## src/rtl/trap_pkg.sv

```systemverilog
// trap_pkg: state encoding, exception bit positions, cause codes and mtvec modes for trap_ctrl.
package trap_pkg;
    typedef enum logic [3:0] {
        S_RESET = 4'b0001,
        S_RUN   = 4'b0010,
        S_TRAP  = 4'b0100,
        S_MRET  = 4'b1000
    } state_t;
    localparam int EXC_MRET      = 0;
    localparam int EXC_ECALL     = 1;
    localparam int EXC_EBREAK    = 2;
    localparam int EXC_MIS_INST  = 3;
    localparam int EXC_ILLEGAL   = 4;
    localparam int EXC_MIS_STORE = 5;
    localparam int EXC_MIS_LOAD  = 6;
    localparam logic [4:0] CAUSE_MIS_INST   = 5'd0;
    localparam logic [4:0] CAUSE_ILLEGAL    = 5'd2;
    localparam logic [4:0] CAUSE_BREAKPOINT = 5'd3;
    localparam logic [4:0] CAUSE_MIS_LOAD   = 5'd4;
    localparam logic [4:0] CAUSE_MIS_STORE  = 5'd6;
    localparam logic [4:0] CAUSE_ECALL      = 5'd11;
    localparam logic [4:0] IRQ_SW           = 5'd3;
    localparam logic [4:0] IRQ_TIMER        = 5'd7;
    localparam logic [4:0] IRQ_EXT          = 5'd11;
    localparam int         IRQ_LOCAL_BASE   = 16;
    localparam logic [1:0] MTVEC_DIRECT   = 2'd0;
    localparam logic [1:0] MTVEC_VECTORED = 2'd1;
endpackage

```

## src/rtl/trap_ctrl_if.sv

```systemverilog
// trap_ctrl_if: CSR-side bundle between the trap sequencer (master) and the csr file (slave).
interface trap_ctrl_if;
    logic        mstatus_mie_i;
    logic [31:0] mie_i, mtvec_i, mepc_i;
    logic        set_cause_o, set_mepc_o, set_mtval_o, mie_clear_o, mie_set_o;
    logic [31:0] cause_o, mepc_o, mtval_o;
    modport master (
        input  mstatus_mie_i, mie_i, mtvec_i, mepc_i,
        output set_cause_o, cause_o, set_mepc_o, mepc_o, set_mtval_o, mtval_o, mie_clear_o, mie_set_o
    );
    modport slave (
        output mstatus_mie_i, mie_i, mtvec_i, mepc_i,
        input  set_cause_o, cause_o, set_mepc_o, mepc_o, set_mtval_o, mtval_o, mie_clear_o, mie_set_o
    );
endinterface

```

## src/rtl/trap_ctrl_irq_arbiter.sv

```systemverilog
// irq_arbiter: fixed-priority interrupt encoder (ext, sw, timer, then local lowest index) gated by mie/mstatus.MIE.
module irq_arbiter import trap_pkg::*; #(
    parameter int NLOCAL = 4
) (
    input  logic              irq_ext,
    input  logic              irq_sw,
    input  logic              irq_timer,
    input  logic [NLOCAL-1:0] irq_local,
    input  logic              mstatus_mie,
    input  logic [31:0]       mie,
    output logic              valid,
    output logic [4:0]        code
);
    logic pend;
    logic unused_mie;
    assign unused_mie = ^mie;
    // Later assignments override earlier ones, so the highest priority is written last.
    always_comb begin
        pend = 1'b0;
        code = '0;
        for (int i = NLOCAL - 1; i >= 0; i--)
            if (irq_local[i] && mie[IRQ_LOCAL_BASE + i]) begin
                pend = 1'b1;
                code = 5'(IRQ_LOCAL_BASE + i);
            end
        if (irq_timer && mie[IRQ_TIMER]) begin
            pend = 1'b1;
            code = IRQ_TIMER;
        end
        if (irq_sw && mie[IRQ_SW]) begin
            pend = 1'b1;
            code = IRQ_SW;
        end
        if (irq_ext && mie[IRQ_EXT]) begin
            pend = 1'b1;
            code = IRQ_EXT;
        end
    end
    assign valid = pend && mstatus_mie;
endmodule

```

## src/rtl/trap_ctrl.sv

```systemverilog
// trap_ctrl: pipeline stall/kill mask generation and machine-mode trap/mret sequencer.
module trap_ctrl import trap_pkg::*; #(
    parameter int          STAGES      = 5,
    parameter int          NLOCAL      = 4,
    parameter int          REDIR_STAGE = 3,
    parameter logic [31:0] RESET_ADDR  = 32'h0000_0000
) (
    input  logic              clk,
    input  logic              rst,
    input  logic [STAGES-1:0] hold_req_i,
    input  logic              redirect_i,
    input  logic [31:0]       redirect_pc_i,
    input  logic              mem_valid_i,
    input  logic [31:0]       mem_inst_i,
    input  logic [31:0]       mem_inst_addr_i,
    input  logic [31:0]       mem_badaddr_i,
    input  logic [6:0]        exception_i,
    input  logic              irq_ext_i,
    input  logic              irq_sw_i,
    input  logic              irq_timer_i,
    input  logic [NLOCAL-1:0] irq_local_i,
    output logic [STAGES-1:0] hold_o,
    output logic [STAGES-1:0] flush_o,
    output logic [31:0]       new_pc_o,
    output logic              new_pc_valid_o,
    trap_ctrl_if.master       csr
);
    state_t            state, state_d;
    logic [31:0]       cause_q, mepc_q, mtval_q, trap_pc;
    logic              mtval_en_q, irq_valid, exc, exc_tval_en, take_trap, take_mret;
    logic [4:0]        irq_code, exc_code;
    logic [31:0]       exc_tval;
    logic [STAGES-1:0] hold_v;
    irq_arbiter #(.NLOCAL(NLOCAL)) u_irq (
        .irq_ext(irq_ext_i),
        .irq_sw(irq_sw_i),
        .irq_timer(irq_timer_i),
        .irq_local(irq_local_i),
        .mstatus_mie(csr.mstatus_mie_i),
        .mie(csr.mie_i),
        .valid(irq_valid),
        .code(irq_code)
    );
    always_comb begin
        exc = |exception_i[EXC_MIS_LOAD:EXC_ECALL];
        exc_code = exception_i[EXC_MIS_INST] ? CAUSE_MIS_INST :
                   exception_i[EXC_ILLEGAL]  ? CAUSE_ILLEGAL :
                   exception_i[EXC_EBREAK]   ? CAUSE_BREAKPOINT :
                   exception_i[EXC_ECALL]    ? CAUSE_ECALL :
                   exception_i[EXC_MIS_STORE] ? CAUSE_MIS_STORE : CAUSE_MIS_LOAD;
        exc_tval = exception_i[EXC_MIS_INST] ? mem_inst_addr_i :
                   exception_i[EXC_ILLEGAL]  ? mem_inst_i :
                   exception_i[EXC_EBREAK]   ? mem_inst_addr_i :
                   exception_i[EXC_ECALL]    ? 32'h0 : mem_badaddr_i;
        exc_tval_en = exception_i[EXC_MIS_INST] || exception_i[EXC_ILLEGAL] ||
                      exception_i[EXC_EBREAK] || !exception_i[EXC_ECALL];
        take_trap = state == S_RUN && mem_valid_i && (exc || irq_valid);
        take_mret = state == S_RUN && mem_valid_i && !exc && !irq_valid && exception_i[EXC_MRET];
        state_d = take_trap ? S_TRAP : take_mret ? S_MRET : S_RUN;
    end
    always_ff @(posedge clk) begin
        if (rst) begin
            state      <= S_RESET;
            cause_q    <= '0;
            mepc_q     <= '0;
            mtval_q    <= '0;
            mtval_en_q <= 1'b0;
        end else begin
            state <= state_d;
            if (take_trap) begin
                cause_q    <= {!exc, 26'b0, exc ? exc_code : irq_code};
                mepc_q     <= mem_inst_addr_i;
                mtval_q    <= exc ? exc_tval : 32'h0;
                mtval_en_q <= exc && exc_tval_en;
            end
        end
    end
    // A stage is held whenever it or any later stage requests a stall.
    always_comb begin
        hold_v = '0;
        for (int k = 0; k < STAGES; k++) hold_v[k] = |(hold_req_i >> k);
    end
    assign trap_pc = {csr.mtvec_i[31:2], 2'b00} +
                     ((csr.mtvec_i[1:0] == MTVEC_VECTORED && cause_q[31]) ? {25'b0, cause_q[4:0], 2'b00} : 32'h0);
    always_comb begin
        hold_o         = '0;
        flush_o        = '0;
        new_pc_o       = '0;
        new_pc_valid_o = 1'b0;
        if (state == S_RUN) begin
            hold_o = hold_v;
            if (redirect_i && !hold_v[REDIR_STAGE]) begin
                flush_o        = STAGES'((1 << REDIR_STAGE) - 1);
                new_pc_o       = redirect_pc_i;
                new_pc_valid_o = 1'b1;
            end
        end else begin
            flush_o        = '1;
            new_pc_valid_o = 1'b1;
            new_pc_o       = state == S_RESET ? RESET_ADDR : state == S_MRET ? csr.mepc_i : trap_pc;
        end
    end
    assign csr.set_cause_o = state == S_TRAP;
    assign csr.set_mepc_o  = state == S_TRAP;
    assign csr.mie_clear_o = state == S_TRAP;
    assign csr.set_mtval_o = state == S_TRAP && mtval_en_q;
    assign csr.mie_set_o   = state == S_MRET;
    assign csr.cause_o     = cause_q;
    assign csr.mepc_o      = mepc_q;
    assign csr.mtval_o     = mtval_q;
endmodule
```

## src/flat_wrapper.sv

```systemverilog
// flat-port wrapper written by rule: the top's interface ports become plain ports
module trap_ctrl_flat import trap_pkg::*;
#(
    parameter int          STAGES      = 5,
    parameter int          NLOCAL      = 4,
    parameter int          REDIR_STAGE = 3,
    parameter logic [31:0] RESET_ADDR  = 32'h0000_0000
)
  (clk, rst, hold_req_i, redirect_i, redirect_pc_i, mem_valid_i, mem_inst_i, mem_inst_addr_i, mem_badaddr_i, exception_i, irq_ext_i, irq_sw_i, irq_timer_i, irq_local_i, hold_o, flush_o, new_pc_o, new_pc_valid_o, csr_mstatus_mie_i, csr_mie_i, csr_mtvec_i, csr_mepc_i, csr_set_cause_o, csr_cause_o, csr_set_mepc_o, csr_mepc_o, csr_set_mtval_o, csr_mtval_o, csr_mie_clear_o, csr_mie_set_o);
  trap_ctrl_if csr_i ();
  input  logic clk;
  input  logic rst;
  input  logic [STAGES-1:0] hold_req_i;
  input  logic redirect_i;
  input  logic [31:0] redirect_pc_i;
  input  logic mem_valid_i;
  input  logic [31:0] mem_inst_i;
  input  logic [31:0] mem_inst_addr_i;
  input  logic [31:0] mem_badaddr_i;
  input  logic [6:0] exception_i;
  input  logic irq_ext_i;
  input  logic irq_sw_i;
  input  logic irq_timer_i;
  input  logic [NLOCAL-1:0] irq_local_i;
  output logic [STAGES-1:0] hold_o;
  output logic [STAGES-1:0] flush_o;
  output logic [31:0] new_pc_o;
  output logic new_pc_valid_o;
  input wire logic [$bits(csr_i.mstatus_mie_i)-1:0] csr_mstatus_mie_i;
  input wire logic [$bits(csr_i.mie_i)-1:0] csr_mie_i;
  input wire logic [$bits(csr_i.mtvec_i)-1:0] csr_mtvec_i;
  input wire logic [$bits(csr_i.mepc_i)-1:0] csr_mepc_i;
  output wire logic [$bits(csr_i.set_cause_o)-1:0] csr_set_cause_o;
  output wire logic [$bits(csr_i.cause_o)-1:0] csr_cause_o;
  output wire logic [$bits(csr_i.set_mepc_o)-1:0] csr_set_mepc_o;
  output wire logic [$bits(csr_i.mepc_o)-1:0] csr_mepc_o;
  output wire logic [$bits(csr_i.set_mtval_o)-1:0] csr_set_mtval_o;
  output wire logic [$bits(csr_i.mtval_o)-1:0] csr_mtval_o;
  output wire logic [$bits(csr_i.mie_clear_o)-1:0] csr_mie_clear_o;
  output wire logic [$bits(csr_i.mie_set_o)-1:0] csr_mie_set_o;
  assign csr_i.mstatus_mie_i = csr_mstatus_mie_i;
  assign csr_i.mie_i = csr_mie_i;
  assign csr_i.mtvec_i = csr_mtvec_i;
  assign csr_i.mepc_i = csr_mepc_i;
  assign csr_set_cause_o = csr_i.set_cause_o;
  assign csr_cause_o = csr_i.cause_o;
  assign csr_set_mepc_o = csr_i.set_mepc_o;
  assign csr_mepc_o = csr_i.mepc_o;
  assign csr_set_mtval_o = csr_i.set_mtval_o;
  assign csr_mtval_o = csr_i.mtval_o;
  assign csr_mie_clear_o = csr_i.mie_clear_o;
  assign csr_mie_set_o = csr_i.mie_set_o;
  trap_ctrl #(.STAGES(STAGES), .NLOCAL(NLOCAL), .REDIR_STAGE(REDIR_STAGE), .RESET_ADDR(RESET_ADDR)) u_core (.clk(clk), .rst(rst), .hold_req_i(hold_req_i), .redirect_i(redirect_i), .redirect_pc_i(redirect_pc_i), .mem_valid_i(mem_valid_i), .mem_inst_i(mem_inst_i), .mem_inst_addr_i(mem_inst_addr_i), .mem_badaddr_i(mem_badaddr_i), .exception_i(exception_i), .irq_ext_i(irq_ext_i), .irq_sw_i(irq_sw_i), .irq_timer_i(irq_timer_i), .irq_local_i(irq_local_i), .hold_o(hold_o), .flush_o(flush_o), .new_pc_o(new_pc_o), .new_pc_valid_o(new_pc_valid_o), .csr(csr_i));
endmodule
```

## config.mk

```make
export PLATFORM = sky130hd
export DESIGN_NAME = trap_ctrl_flat
export DESIGN_NICKNAME = d
export VERILOG_FILES = /design/src/rtl/trap_pkg.sv /design/src/rtl/trap_ctrl_if.sv /design/src/rtl/trap_ctrl_irq_arbiter.sv /design/src/rtl/trap_ctrl.sv /design/src/flat_wrapper.sv
export SDC_FILE = /design/constraint.sdc
export NUM_CORES = 1
export LEC_CHECK = 0
export CORE_AREA = 2 2 151 153
export CTS_CLUSTER_DIAMETER = 120
export DETAILED_ROUTE_END_ITERATION = 8
export DIE_AREA = 0 0 153 155
export MAX_ROUTING_LAYER = met4
export PLACE_DENSITY = 0.6
export SYNTH_ARGS = -nofsm -noshare
export SYNTH_HDL_FRONTEND = slang
export SYNTH_HIERARCHICAL = 1
export SYNTH_SLANG_ARGS = --single-unit
```

## constraint.sdc

```tcl
create_clock -name clk -period 5.2 [get_ports clk]
set_input_delay 0.52 -clock clk [delete_from_list [all_inputs] [get_ports clk]]
set_output_delay 0.52 -clock clk [all_outputs]
set_load 0.01 [all_outputs]
```

==> flow_summary.ini <==
[final_layout]
final_cell_mix = clkdlybuf4s50_1, dfxtp_1, a22o_1
drive_above_1_share = 0.0737
layout.nets = 1050
area_growth_pct = 83.4
n_fill_cell = 2284
final_cell_area_sq_um = 8360
final_common_cell = clkdlybuf4s50_1

[placement]
io_buffer_count = 340
gp_congestion = 0.790
dp_hpwl_um = 16400
place_area_sq_um = 8060

[power_and_ir_drop]
total_power_w = 0.00167
leakage_nw = 2.97
power_density_nw_per_um2 = 200
max-vdd-ir-drop_uv = 134

[sta]
fin_worst_skew_ns = 0.0124
fin_crit_ns = 4.35
drv_slew = 0
finalHoldViolCount = 0
timing.fmax_ghz = 0.230
setup_tns_ns = 0
setup_violations = 0
worst_pin_slew_ns = 0.994
rsz0062_at_grt = no
relSlewSlack = 0.335
finalCritPeriodShare = 0.836

[yosys]
yosysWarnings = 6
ys_async_sr_fraction = 0
ys_seq_area_frac = 0.329
avgSynthCellArea_sq_um = 9.52
synth_flop_cell = dfxtp_1
ys_ff_latch = 75
synth-edff-count = 0
syn_inst = 479
ys_types = 54
syn_area_sq_um = 4560

[status]
status = complete, no violations

[die]
die_y_um = 155
die_w_um = 153
start_util = 0.205
die_area_sq_um = 23700
io_pins = 392
core_sq_um = 22200
rows = 55

[clock_network]
clock_latency_ns = 0.34
htreeDepth = 3
root_buffer = clkbuf_16
post-cts-setup-buffer-count = 0
hold_buffers = 0
cts_tree = built
numCtsBuffers = 9
clockBufferDepth = 2
post_cts_resized = 0
clock_sinks = 75
path_clk_slew_ns = 0.07

[grt]
grt_use_met3 = 0.0621
grt_max_degree = 72
grt_pass1_wl_um = 31600
met2_usage = 0.309
grt_pass1_vias = 5451
track_usage = 0.177
antenna_found_initial = 6
grt_overflow = 0
grt.met1_usage = 0.191
grt-busiest-layer = met2

[routing]
viasPerCell = 4.83
vias = 5276
wirelength_um = 21300
drt_iter0_drc = 350
firstDrtPassIters = 8
drc = 0
ant_nets = 0
wl_per_cell_um = 19.5

[critical_path]
startpoint = csr_mtvec_i[0]
r2r-end = u_core/csr.cause_o[1]
critPathTopFamily = simple AND/OR/NAND/NOR gates
critical_path_required_ns = 4.68
r2r_start = u_core/state[0]
worst_ep_arrival_time_ns = 3.83
critPathMaxStageDelay_ns = 0.58
rr_worst_depth = 6
worstSetupEndpointType = primary output
cp-start-kind = input pin
crit_chain = clkdlybuf4s50_1, nand2_1, nor2_1, and2_1, ha_1, a21oi_1, nand2_1, o2111ai_1, or4_1, nand3_1, clkdlybuf4s50_1
slowest_stage = or4_1
worst-setup-path-type = in2out
critical_path_buf_inv_count = 2
rrSetupSlack_ns = 2.44
cp_max_fo = 11

[flow_run]
max_cap_viol_count = 0

[hold_path]
hold_path_depth = 1
min_from = u_core/csr.mtval_o[11]
holdPathEnd = u_core/csr.mtval_o[11]
min_path_type = reg2reg
-- area by class of cell --
| cell class | count | area [sq um] | area share |
|---|---|---|---|
| multi-input combinational | 353 | 2700 | 0.323 |
| inverter | 7 | 26.3 | 0.00314 |
| antenna | 6 | 15.0 | 0.00180 |
| sequential | 75 | 1500 | 0.180 |
| timing repair buffer | 350 | 3480 | 0.416 |
| clock buffer | 10 | 239 | 0.0286 |
| clock inverter | 6 | 45.0 | 0.00539 |
| tap | 285 | 357 | 0.0427 |
-- metrics by stage --
step,hold slack [ns],util,worst slack [ns],std cells
finish,0.464,0.376,0.853,1092
global placement,0.446,0.363,0.788,1070
CTS,0.467,0.375,0.723,1086
global route,0.478,0.376,0.486,1092
floorplan,0.440,-,2.39,504
detailed placement,0.447,0.363,0.749,1070
-- report_power, final --
part / internal [W] / switching (W) / total, W / leakage, nW
sequential: 0.000593 / 0.0000125 / 0.000606 / 0.609
clock: 0.000341 / 0.000262 / 0.000603 / 0.144
combinational: 0.000274 / 0.000189 / 0.000463 / 2.22
-- sequential cells by signal, summed over array words and instances (netlist names) --
name                flops
u_core/mtval_en_q       1
u_core/csr.mtval_o     32
u_core/csr.cause_o      6
u_core/state            4
u_core/csr.mepc_o      32
-- layer usage --
| metal | wire, um | share of wire |
|---|---|---|
| met1 | 8110 | 0.38 |
| met2 | 10700 | 0.50 |
| met3 | 2120 | 0.099 |
| met4 | 345 | 0.016 |
| met5 | 0 | 0 |
-- cell families after synthesis --
kind of cell	Yosys count	synth area share
AO/OA/AOI/OAI	195	0.371
XOR/XNOR	26	0.0500
adder cells (fa/ha/maj)	6	0.0181
buffers and inverters	76	0.103
flip-flops	75	0.329
multiplexers	3	0.00659
other	1	0.000823
AND/OR/NAND/NOR	97	0.122
-- how the worst max path moves through the flow --
stage              endpoint  slack [ns]  cells after the start
2_1_floorplan  new_pc_o[28]        2.39                     11
3_3_place_gp   new_pc_o[31]        0.79                     11
3_5_place_dp   new_pc_o[31]        0.75                     11
4_1_cts        new_pc_o[31]        0.72                     11
5_1_grt        new_pc_o[29]        0.49                     11
6_report       new_pc_o[31]        0.85                     11
-- worst register-to-register path, delay by kind of cell, from the launching register on --
| family | cells | cell delay, ns |
|---|---|---|
| AO/OA/AOI/OAI | 1 | 0.14 |
| buffers and inverters | 1 | 0.23 |
| flip-flops | 1 | 0.36 |
| AND/OR/NAND/NOR | 4 | 1.95 |
-- synth_stat cells, types with 3 or more instances --
master | instances | share of area
o2111ai_1 | 6 | 0.012
and2_1 | 10 | 0.014
and3_1 | 5 | 0.0069
xnor2_1 | 5 | 0.0096
nand3_1 | 11 | 0.012
clkbuf_1 | 22 | 0.018
xor2_1 | 21 | 0.040
nand4_1 | 10 | 0.014
o21ai_1 | 25 | 0.027
buf_2 | 8 | 0.0088
ha_1 | 5 | 0.014
a22o_1 | 40 | 0.077
nor2_1 | 18 | 0.015
o2bb2ai_1 | 15 | 0.029
a222oi_1 | 32 | 0.070
mux2i_1 | 3 | 0.0066
buf_4 | 32 | 0.053
nand2_1 | 19 | 0.016
buf_6 | 7 | 0.017
a22oi_1 | 26 | 0.043
o2bb2ai_2 | 18 | 0.059
inv_2 | 3 | 0.0025
dfxtp_1 | 75 | 0.33
a21oi_1 | 6 | 0.0066
o21ai_0 | 6 | 0.0066
o211ai_1 | 6 | 0.0099
or4_1 | 3 | 0.0049
nor3_1 | 7 | 0.0077
inv_1 | 4 | 0.0033
a21o_1 | 3 | 0.0049
(Power assumes the default switching activity.)
